===== config.mk =====
export PLATFORM = sky130hd
export DESIGN_NAME = simon_host_ctrl_flat
export DESIGN_NICKNAME = d
export VERILOG_FILES = /design/src/rtl/simon_host_ctrl_if.sv /design/src/rtl/simon_host_ctrl.sv /design/src/flat_wrapper.sv
export SDC_FILE = /design/constraint.sdc
export NUM_CORES = 1
export LEC_CHECK = 0
export ABC_AREA = 1
export BUFFER_PORTS_ARGS = -buffer_cell sky130_fd_sc_hd__buf_2
export CORE_MARGIN = 2
export CORE_UTILIZATION = 42
export DETAILED_ROUTE_END_ITERATION = 7
export HOLD_SLACK_MARGIN = 0.05
export PLACE_DENSITY = 0.66
export RECOVER_POWER = 25
export REMOVE_ABC_BUFFERS = 1
export SLEW_MARGIN = 20
export SYNTH_ARGS = -nofsm -noshare
export SYNTH_HDL_FRONTEND = slang
export SYNTH_SLANG_ARGS = --single-unit

===== constraint.sdc =====
create_clock -name clk -period 1.5 [get_ports clk]
set_input_delay 0.075 -clock clk [delete_from_list [all_inputs] [get_ports clk]]
set_output_delay 0.075 -clock clk [all_outputs]
set_load 0.01 [all_outputs]

===== src/rtl/simon_host_ctrl_if.sv =====
// Byte-wide host command/response bundle between the I/O pins and simon_host_ctrl.
// Requests flow master->slave on cmd_*, and ciphertext bytes flow slave->master on rsp_*.
interface simon_host_ctrl_if;
    logic       cmd_valid;
    logic       cmd_ready;
    logic [1:0] cmd_op;
    logic [7:0] cmd_data;
    logic       rsp_valid;
    logic       rsp_ready;
    logic [7:0] rsp_data;
    logic       rsp_last;

    modport master (
        output cmd_valid, cmd_op, cmd_data, rsp_ready,
        input  cmd_ready, rsp_valid, rsp_data, rsp_last
    );

    modport slave (
        input  cmd_valid, cmd_op, cmd_data, rsp_ready,
        output cmd_ready, rsp_valid, rsp_data, rsp_last
    );
endinterface


===== src/rtl/simon_host_ctrl.sv =====
// Host-side sequencer for a bit-serial Simon 32/64 core: serialises load/encrypt commands,
// collects the serial ciphertext into a block buffer and returns it as bytes.
module simon_host_ctrl #(
    parameter int BLOCK_BITS = 32,
    parameter int MAX_WAIT   = 1023
) (
    input  logic                clk,
    input  logic                reset,
    simon_host_ctrl_if.slave    host,
    output logic                core_data_in,
    output logic [1:0]          core_data_rdy,
    input  logic                core_cipher_out,
    input  logic                core_valid,
    output logic                busy,
    output logic                timeout
);

    localparam int NBYTES = BLOCK_BITS / 8;
    // The bit counter also walks the 8 bits of a load byte, so it is never narrower than 3 bits.
    localparam int BIT_W  = (BLOCK_BITS > 8) ? $clog2(BLOCK_BITS) : 3;
    localparam int BYTE_W = (NBYTES > 1) ? $clog2(NBYTES) : 1;
    localparam int WD_W   = $clog2(MAX_WAIT + 1);

    localparam logic [BIT_W-1:0]  LAST_BIT   = BIT_W'(BLOCK_BITS - 1);
    localparam logic [BIT_W-1:0]  LAST_SHIFT = BIT_W'(7);
    localparam logic [BYTE_W-1:0] LAST_BYTE  = BYTE_W'(NBYTES - 1);
    localparam logic [WD_W-1:0]   WD_MAX     = WD_W'(MAX_WAIT);

    typedef enum logic [2:0] {
        IDLE,
        SHIFT,
        WAIT,
        COLLECT,
        DRAIN
    } state_t;

    state_t                state, state_n;
    logic [1:0]            op_q, op_n;
    logic [7:0]            byte_q, byte_n;
    logic [BIT_W-1:0]      bit_cnt, bit_cnt_n;
    logic [BYTE_W-1:0]     byte_cnt, byte_cnt_n;
    logic [WD_W-1:0]       wdog, wdog_n;
    logic [BLOCK_BITS-1:0] blk, blk_n;

    always_ff @(posedge clk) begin
        if (reset) begin
            state    <= IDLE;
            op_q     <= '0;
            byte_q   <= '0;
            bit_cnt  <= '0;
            byte_cnt <= '0;
            wdog     <= '0;
            blk      <= '0;
        end else begin
            state    <= state_n;
            op_q     <= op_n;
            byte_q   <= byte_n;
            bit_cnt  <= bit_cnt_n;
            byte_cnt <= byte_cnt_n;
            wdog     <= wdog_n;
            blk      <= blk_n;
        end
    end

    // Outputs decode only registered state; reset gating keeps every output low while reset is held.
    always_comb begin
        state_n        = state;
        op_n           = op_q;
        byte_n         = byte_q;
        bit_cnt_n      = bit_cnt;
        byte_cnt_n     = byte_cnt;
        wdog_n         = wdog;
        blk_n          = blk;
        host.cmd_ready = 1'b0;
        host.rsp_valid = 1'b0;
        host.rsp_data  = '0;
        host.rsp_last  = 1'b0;
        core_data_in   = 1'b0;
        core_data_rdy  = 2'd0;
        busy           = 1'b0;
        timeout        = 1'b0;

        unique case (state)
            IDLE: begin
                if (host.cmd_valid) begin
                    unique case (host.cmd_op)
                        2'd1, 2'd2: begin
                            op_n      = host.cmd_op;
                            byte_n    = host.cmd_data;
                            bit_cnt_n = '0;
                            state_n   = SHIFT;
                        end
                        2'd3: begin
                            wdog_n    = '0;
                            bit_cnt_n = '0;
                            state_n   = WAIT;
                        end
                        default: ;
                    endcase
                end
            end
            SHIFT: begin
                core_data_rdy = op_q;
                core_data_in  = byte_q[bit_cnt[2:0]];
                if (bit_cnt == LAST_SHIFT) begin
                    bit_cnt_n = '0;
                    state_n   = IDLE;
                end else begin
                    bit_cnt_n = bit_cnt + 1'b1;
                end
            end
            WAIT: begin
                core_data_rdy = 2'd3;
                // The abort is checked before incrementing, so the watchdog saturates at MAX_WAIT.
                if (wdog == WD_MAX) begin
                    timeout = 1'b1;
                    state_n = IDLE;
                end else begin
                    wdog_n = wdog + 1'b1;
                    if (core_valid) begin
                        blk_n[0]  = core_cipher_out;
                        bit_cnt_n = BIT_W'(1);
                        state_n   = COLLECT;
                    end
                end
            end
            COLLECT: begin
                core_data_rdy = 2'd3;
                if (core_valid) begin
                    blk_n[bit_cnt] = core_cipher_out;
                    if (bit_cnt == LAST_BIT) begin
                        bit_cnt_n  = '0;
                        byte_cnt_n = '0;
                        state_n    = DRAIN;
                    end else begin
                        bit_cnt_n = bit_cnt + 1'b1;
                    end
                end
            end
            DRAIN: begin
                host.rsp_valid = 1'b1;
                host.rsp_data  = blk[{byte_cnt, 3'b000} +: 8];
                host.rsp_last  = (byte_cnt == LAST_BYTE);
                if (host.rsp_ready) begin
                    if (byte_cnt == LAST_BYTE) begin
                        byte_cnt_n = '0;
                        state_n    = IDLE;
                    end else begin
                        byte_cnt_n = byte_cnt + 1'b1;
                    end
                end
            end
            default: state_n = IDLE;
        endcase

        host.cmd_ready = (state == IDLE);
        busy           = (state != IDLE);

        if (reset) begin
            host.cmd_ready = 1'b0;
            host.rsp_valid = 1'b0;
            host.rsp_data  = '0;
            host.rsp_last  = 1'b0;
            core_data_in   = 1'b0;
            core_data_rdy  = 2'd0;
            busy           = 1'b0;
            timeout        = 1'b0;
        end
    end

endmodule


===== src/flat_wrapper.sv =====
// flat-port wrapper written by rule: the top's interface ports become plain ports
module simon_host_ctrl_flat 
#(
    parameter int BLOCK_BITS = 32,
    parameter int MAX_WAIT   = 1023
)
  (clk, reset, core_data_in, core_data_rdy, core_cipher_out, core_valid, busy, timeout, host_cmd_valid, host_cmd_op, host_cmd_data, host_rsp_ready, host_cmd_ready, host_rsp_valid, host_rsp_data, host_rsp_last);
  simon_host_ctrl_if host_i ();
  input  logic clk;
  input  logic reset;
  output logic core_data_in;
  output logic [1:0] core_data_rdy;
  input  logic core_cipher_out;
  input  logic core_valid;
  output logic busy;
  output logic timeout;
  input wire logic [$bits(host_i.cmd_valid)-1:0] host_cmd_valid;
  input wire logic [$bits(host_i.cmd_op)-1:0] host_cmd_op;
  input wire logic [$bits(host_i.cmd_data)-1:0] host_cmd_data;
  input wire logic [$bits(host_i.rsp_ready)-1:0] host_rsp_ready;
  output wire logic [$bits(host_i.cmd_ready)-1:0] host_cmd_ready;
  output wire logic [$bits(host_i.rsp_valid)-1:0] host_rsp_valid;
  output wire logic [$bits(host_i.rsp_data)-1:0] host_rsp_data;
  output wire logic [$bits(host_i.rsp_last)-1:0] host_rsp_last;
  assign host_i.cmd_valid = host_cmd_valid;
  assign host_i.cmd_op = host_cmd_op;
  assign host_i.cmd_data = host_cmd_data;
  assign host_i.rsp_ready = host_rsp_ready;
  assign host_cmd_ready = host_i.cmd_ready;
  assign host_rsp_valid = host_i.rsp_valid;
  assign host_rsp_data = host_i.rsp_data;
  assign host_rsp_last = host_i.rsp_last;
  simon_host_ctrl #(.BLOCK_BITS(BLOCK_BITS), .MAX_WAIT(MAX_WAIT)) u_core (.clk(clk), .reset(reset), .host(host_i), .core_data_in(core_data_in), .core_data_rdy(core_data_rdy), .core_cipher_out(core_cipher_out), .core_valid(core_valid), .busy(busy), .timeout(timeout));
endmodule

## Yosys cells after proc, flatten, opt, wreduce, memory -nomap -nowiden

Cells that the tools add are included.

| word-level totals | value |
|---|---|
| register bits | 62 |
| input port bits | 16 |
| output and inout bits | 16 |
| logic and storage cells | 106 |

| operators by class | value |
|---|---|
| add/sub/neg operators | 3 |
| order comparisons | 3 |
| equality and inequality tests | 23 |
| shift operators | 1 |
| muxes and demuxes | 51 |
| reduce and logical (&&, ||, !) cells | 17 |

Operator list:

| operator | count |
|---|---|
| $mux 5 | 7 |
| $bwmux 32 | 1 |
| $shiftx 32x6->8 | 1 |
| $mux 10 | 3 |
| $mux 3 | 8 |
| $pmux 10 s2 | 1 |
| $pmux 5 s4 | 1 |
| $mux 1 | 16 |
| $mux 8 | 2 |
| $pmux 3 s5 | 1 |
| $ne 2x2->1 const B | 7 |
| $reduce_and 4->1 | 3 |
| $add 10x1->10 const B | 1 |
| $eq 10x10->1 const B | 1 |
| $mux 2 | 5 |
| $pmux 2 s2 | 2 |
| $reduce_and 8->1 | 1 |
| $eq 2x2->1 const B | 3 |
| $eq 3x2->1 const B | 2 |
| $lt 5x6->1 const B | 1 |
| $ne 2x1->1 const B | 3 |
| $pmux 3 s2 | 1 |
| $reduce_and 6->1 | 1 |
| $reduce_bool 2->1 | 3 |
| other kinds (22) | 23 |

## Depth between registers and ports, before layout

| logic depth | value |
|---|---|
| depth in word-level cells | 7 |
| mapped depth | 12 |
| gate-level depth less buffers | 12 |

## Worst setup path after synthesis

Ideal clock, no wire load.

| path | value |
|---|---|
| kind | register to register |
| from | reg u_core.bit_cnt[0] |
| to | reg u_core.byte_cnt[1] |
| library setup time | 0.128 ns |
| arrival time | 1.496 ns |
| required time | 1.372 ns |
| slack | -0.123 ns |
| cell stages (with the launch flop) | 12 |
| path buffers | 0 |
| period minus slack after synthesis | 1.623 ns |
| cells stage by stage | dfxtp_1 > ha_1 > nand2_1 > nor2_1 > ha_1 > inv_1 > o21ai_0 > inv_1 > nor2_1 > nand2_1 > o21ai_0 > nor2_1 |

| between the ends | value |
|---|---|
| cells in the longest elaborated chain, start to end | 3 |

Ends and longest elaborated chain:

| element | RTL line | source |
|---|---|---|
| start, declared | simon_host_ctrl.sv:40 | `logic [BIT_W-1:0] bit_cnt, bit_cnt_n;` |
| start signal, assigned | simon_host_ctrl.sv:58 | `bit_cnt <= bit_cnt_n;` |
| $eq 5x5->1 | simon_host_ctrl.sv:131 | `if (bit_cnt == LAST_BIT) begin` |
| $ne 2x1->1 (no source line) | - |  |
| $reduce_and 4->1 (no source line) | - |  |
| end signal, assigned | simon_host_ctrl.sv:59 | `byte_cnt <= byte_cnt_n;` |
| end, declared | simon_host_ctrl.sv:41 | `logic [BYTE_W-1:0] byte_cnt, byte_cnt_n;` |

Every way passes these cells.
A chain may end at the register's enable or synchronous reset.

## Worst setup path after layout

| path | value |
|---|---|
| from | reg u_core.byte_cnt[0] |
| to | out host_rsp_data[6] |

| between the ends | value |
|---|---|
| cells in the longest elaborated chain, start to end | 3 |

Ends and longest elaborated chain:

| element | RTL line | source |
|---|---|---|
| $shiftx 32x6->8 | simon_host_ctrl.sv:142 | `host.rsp_data = blk[{byte_cnt, 3'b000} +: 8];` |
| $mux 8 | simon_host_ctrl.sv:83 | `unique case (state)` |
| $mux 8 | simon_host_ctrl.sv:159 | `if (reset) begin` |
| end, declared | flat_wrapper.sv:23 | `output wire logic [$bits(host_i.rsp_data)-1:0] host_rsp_data;` |

Every way passes these cells.

==> metrics.yaml <==
sta:
  slew_viol_final: 0
  slew_headroom_pct: 66.59
  setup_tns_ps: -1223
  finalHoldViolCount: 0
  setup_ws_ps: -124.9
  timing.final.crit_share_pct: 108.3
  tightest_slew_ps: 498.0
  fin_worst_skew_ps: 14.54
  fmax_mhz: 615.4
  final-setup-viol-count: 27
  rsz0062_at_grt: "true"
  final.min_clock_period_ps: 1625
floorplan:
  die_w_um: 93.74
  core_mm2: 0.007767
  die-area_mm2: 0.008786
  top_level_ports: 32
  start_util_pct: 43.54
  die_h_um: 93.74
  rows: 32
critical_path:
  endpoint_kind: "output port"
  r2r_start: "u_core.state[1]$_SDFFE_PP0P_"
  cp-start-kind: "flop"
  reg2reg_depth: 10
  startpoint: "u_core.byte_cnt[0]$_SDFFE_PP0P_"
  r2r_end: "u_core.state[0]$_SDFFE_PP0P_"
  arrival_ps: 1550
  worstPathRequired_ps: 1420
  reg2reg_slack_ps: -80
  crit_type: "flop to output port"
  worstSetupEndpoint: "host_rsp_data[6]"
  cp_max_fo: 8
drt:
  dr_wl_met3_um: 495
  dr_wl_met2_um: 5028
  routed_via_density: 5.280
  drt_wl_total_um: 10360
  drtIter0Drc: 234
  detail-route-antenna-nets: 0
  drc: 0
  top_layer_used: "met4"
  vias: 3749
  wl_per_cell_um: 14.59
  m1WireLength_um: 4540
  firstDrtPassIters: 5
power:
  power_density_mw_per_mm2: 1235
  total_power_mw: 5.979
  p_leak_nw: 1.954
  peakVddDrop_uv: 671.3
final_layout:
  utilization_pct: 62.36
  finalInstanceArea_mm2: 0.004843
  syn2layout_area_growth_pct: 43.21
  antenna_cells: 0
  nNetsFinal: 628
  layout_common_cells: "67 x nor2_1, 56 x nand2_1, 54 x dfxtp_1"
  drive_above_1_share_pct: 33.55
  fillers: 679
  final_common_cell: "nor2_1"
cts:
  cts.path.max_buffers: 2
  htreeDepth: 3
  numCtsBuffers: 9
  cts_num_sinks: 62
  cts_root_buffer: "clkbuf_8"
  cts_tree: "yes"
  clock_latency_ps: 350
  path_clk_slew_ps: 80
logic_synthesis:
  synth-seq-cells: 62
  ys_seq_area_share_pct: 36.70
  ys_types: 30
  synth-async-reset-ratio_pct: 0
  synth_area_per_cell_um2: 6.593
  synth_warnings: 0
  netlist_area_mm2: 0.003382
  synth_edf_count: 0
  ys.flop_type: "dfxtp_1"
  syn_inst: 513
place:
  pre_cts_ws_ps: -81.42
  portBuffers: 31
  gp_congestion: 0.8557
  dpl_cell_area_mm2: 0.003901
  hpwl_um: 6493
global_route:
  grt_usage_pct: 23.08
  antenna_found_initial: 0
  grt_pass1_vias: 3506
  grt_max_degree: 34
  overflow: 0
  grt_pass1_wl_um: 16190
job:
  cap_viol_max_count: 0
worst_hold_path:
  holdCritPathClass: "input pin to flop"
outcome:
  status: "finished with violations"
  violations: "negative setup slack"
-- cells in the mapped netlist, types with 3 or more instances --
| cell type | instances | area, um2 |
|---|---|---|
| nand2_2 | 6 | 37.54 |
| nor3_1 | 12 | 60.06 |
| a21oi_1 | 68 | 340.3 |
| inv_1 | 48 | 180.2 |
| nand4_1 | 4 | 25.02 |
| o21bai_1 | 3 | 22.52 |
| ha_1 | 9 | 112.6 |
| o21ai_0 | 63 | 315.3 |
| nor2_1 | 96 | 360.4 |
| nor2_2 | 3 | 18.77 |
| nand3_1 | 34 | 170.2 |
| clkbuf_1 | 15 | 56.30 |
| nand2_1 | 64 | 240.2 |
| o211ai_1 | 3 | 22.52 |
| buf_2 | 4 | 20.02 |
| dfxtp_1 | 62 | 1241 |
-- state kept, by name (all words and copies together), names as in the netlist --
signal	flops
u_core.bit_cnt	5
u_core.state	3
u_core.blk	32
u_core.wdog	10
u_core.op_q	2
u_core.byte_cnt	2
u_core.byte_q	8
-- cells by family (layout without fill, tap and decap cells) --
group                      count (synthesis)  in the layout  share of synthesized area (%)
xor gates and xnor gates                   1              1                         0.2590
and+or+nand+nor                          228            231                          30.08
adders and majority gates                  9              9                          3.330
buffers and inverters                     73            165                          8.361
DFF                                       62             62                          36.70
AOI/OAI and AO/OA                        140            140                          21.27
-- area by class of cell --
cell class | count | area, um2 | area share [%]
clock inverter | 4 | 45.04 | 0.9300
timing repair buffer | 95 | 737.0 | 15.22
clock buffer | 12 | 155.1 | 3.203
tap | 102 | 127.6 | 2.635
multi-input combinational | 381 | 2295 | 47.38
sequential | 62 | 1261 | 26.04
inverter | 54 | 222.7 | 4.598
-- per-stage QoR --
stage | hold slack (ps) | instances
floorplan | 144.1 | 494
global placement | 347.3 | 667
detailed placement | 359.5 | 667
CTS | 50.08 | 704
global route | 123.1 | 710
finish | 42.32 | 710
-- power by group --
part	internal (mW)	leakage, nW	switching (mW)
combinational	0.969	1.34	1.51
sequential	1.82	0.507	0.162
clock	0.850	0.106	0.672
total	3.64	1.95	2.34
-- worst max-delay path: stages, from the launching register on --
cell and delay, ps:
dfxtp_4 420, clkinvlp_4 110, buf_4 170, o21ai_1 270, a21oi_4 90, buf_2 140
-- how the worst min path moves through the flow --
stage                     start                             end  slack (ps)  cells past startpoint
3_3_place_gp   host_cmd_data[4]   u_core.byte_q[4]$_SDFFE_PP0P_         350                      3
4_1_cts          host_cmd_op[1]     u_core.op_q[1]$_SDFFE_PP0P_          50                      3
3_5_place_dp   host_cmd_data[1]   u_core.byte_q[1]$_SDFFE_PP0P_         360                      3
6_report         host_cmd_op[1]     u_core.op_q[1]$_SDFFE_PP0P_          40                      3
5_1_grt          host_cmd_op[1]     u_core.op_q[1]$_SDFFE_PP0P_         120                      3
2_1_floorplan             reset  u_core.bit_cnt[4]$_SDFFE_PP0P_         140                      1
-- metal layers --
layer,vias to the layer above,track usage (%)
li1,1882,-
met4,0,9.903
met1,1725,29.76
met2,114,38.45
met5,-,0
met3,28,3.291
-- timing repair --
action / CTS / global route
pin swaps: 11 / 29
resized for setup: 50 / 109
setup buffers: 10 / 4
endpoints found under the hold margin: 11 / 0
cloned: 1 / 3
hold buffers: 10 / 0
setup endpoints to repair: 55 / 68
Note: power is estimated with default switching activity, not from simulation.
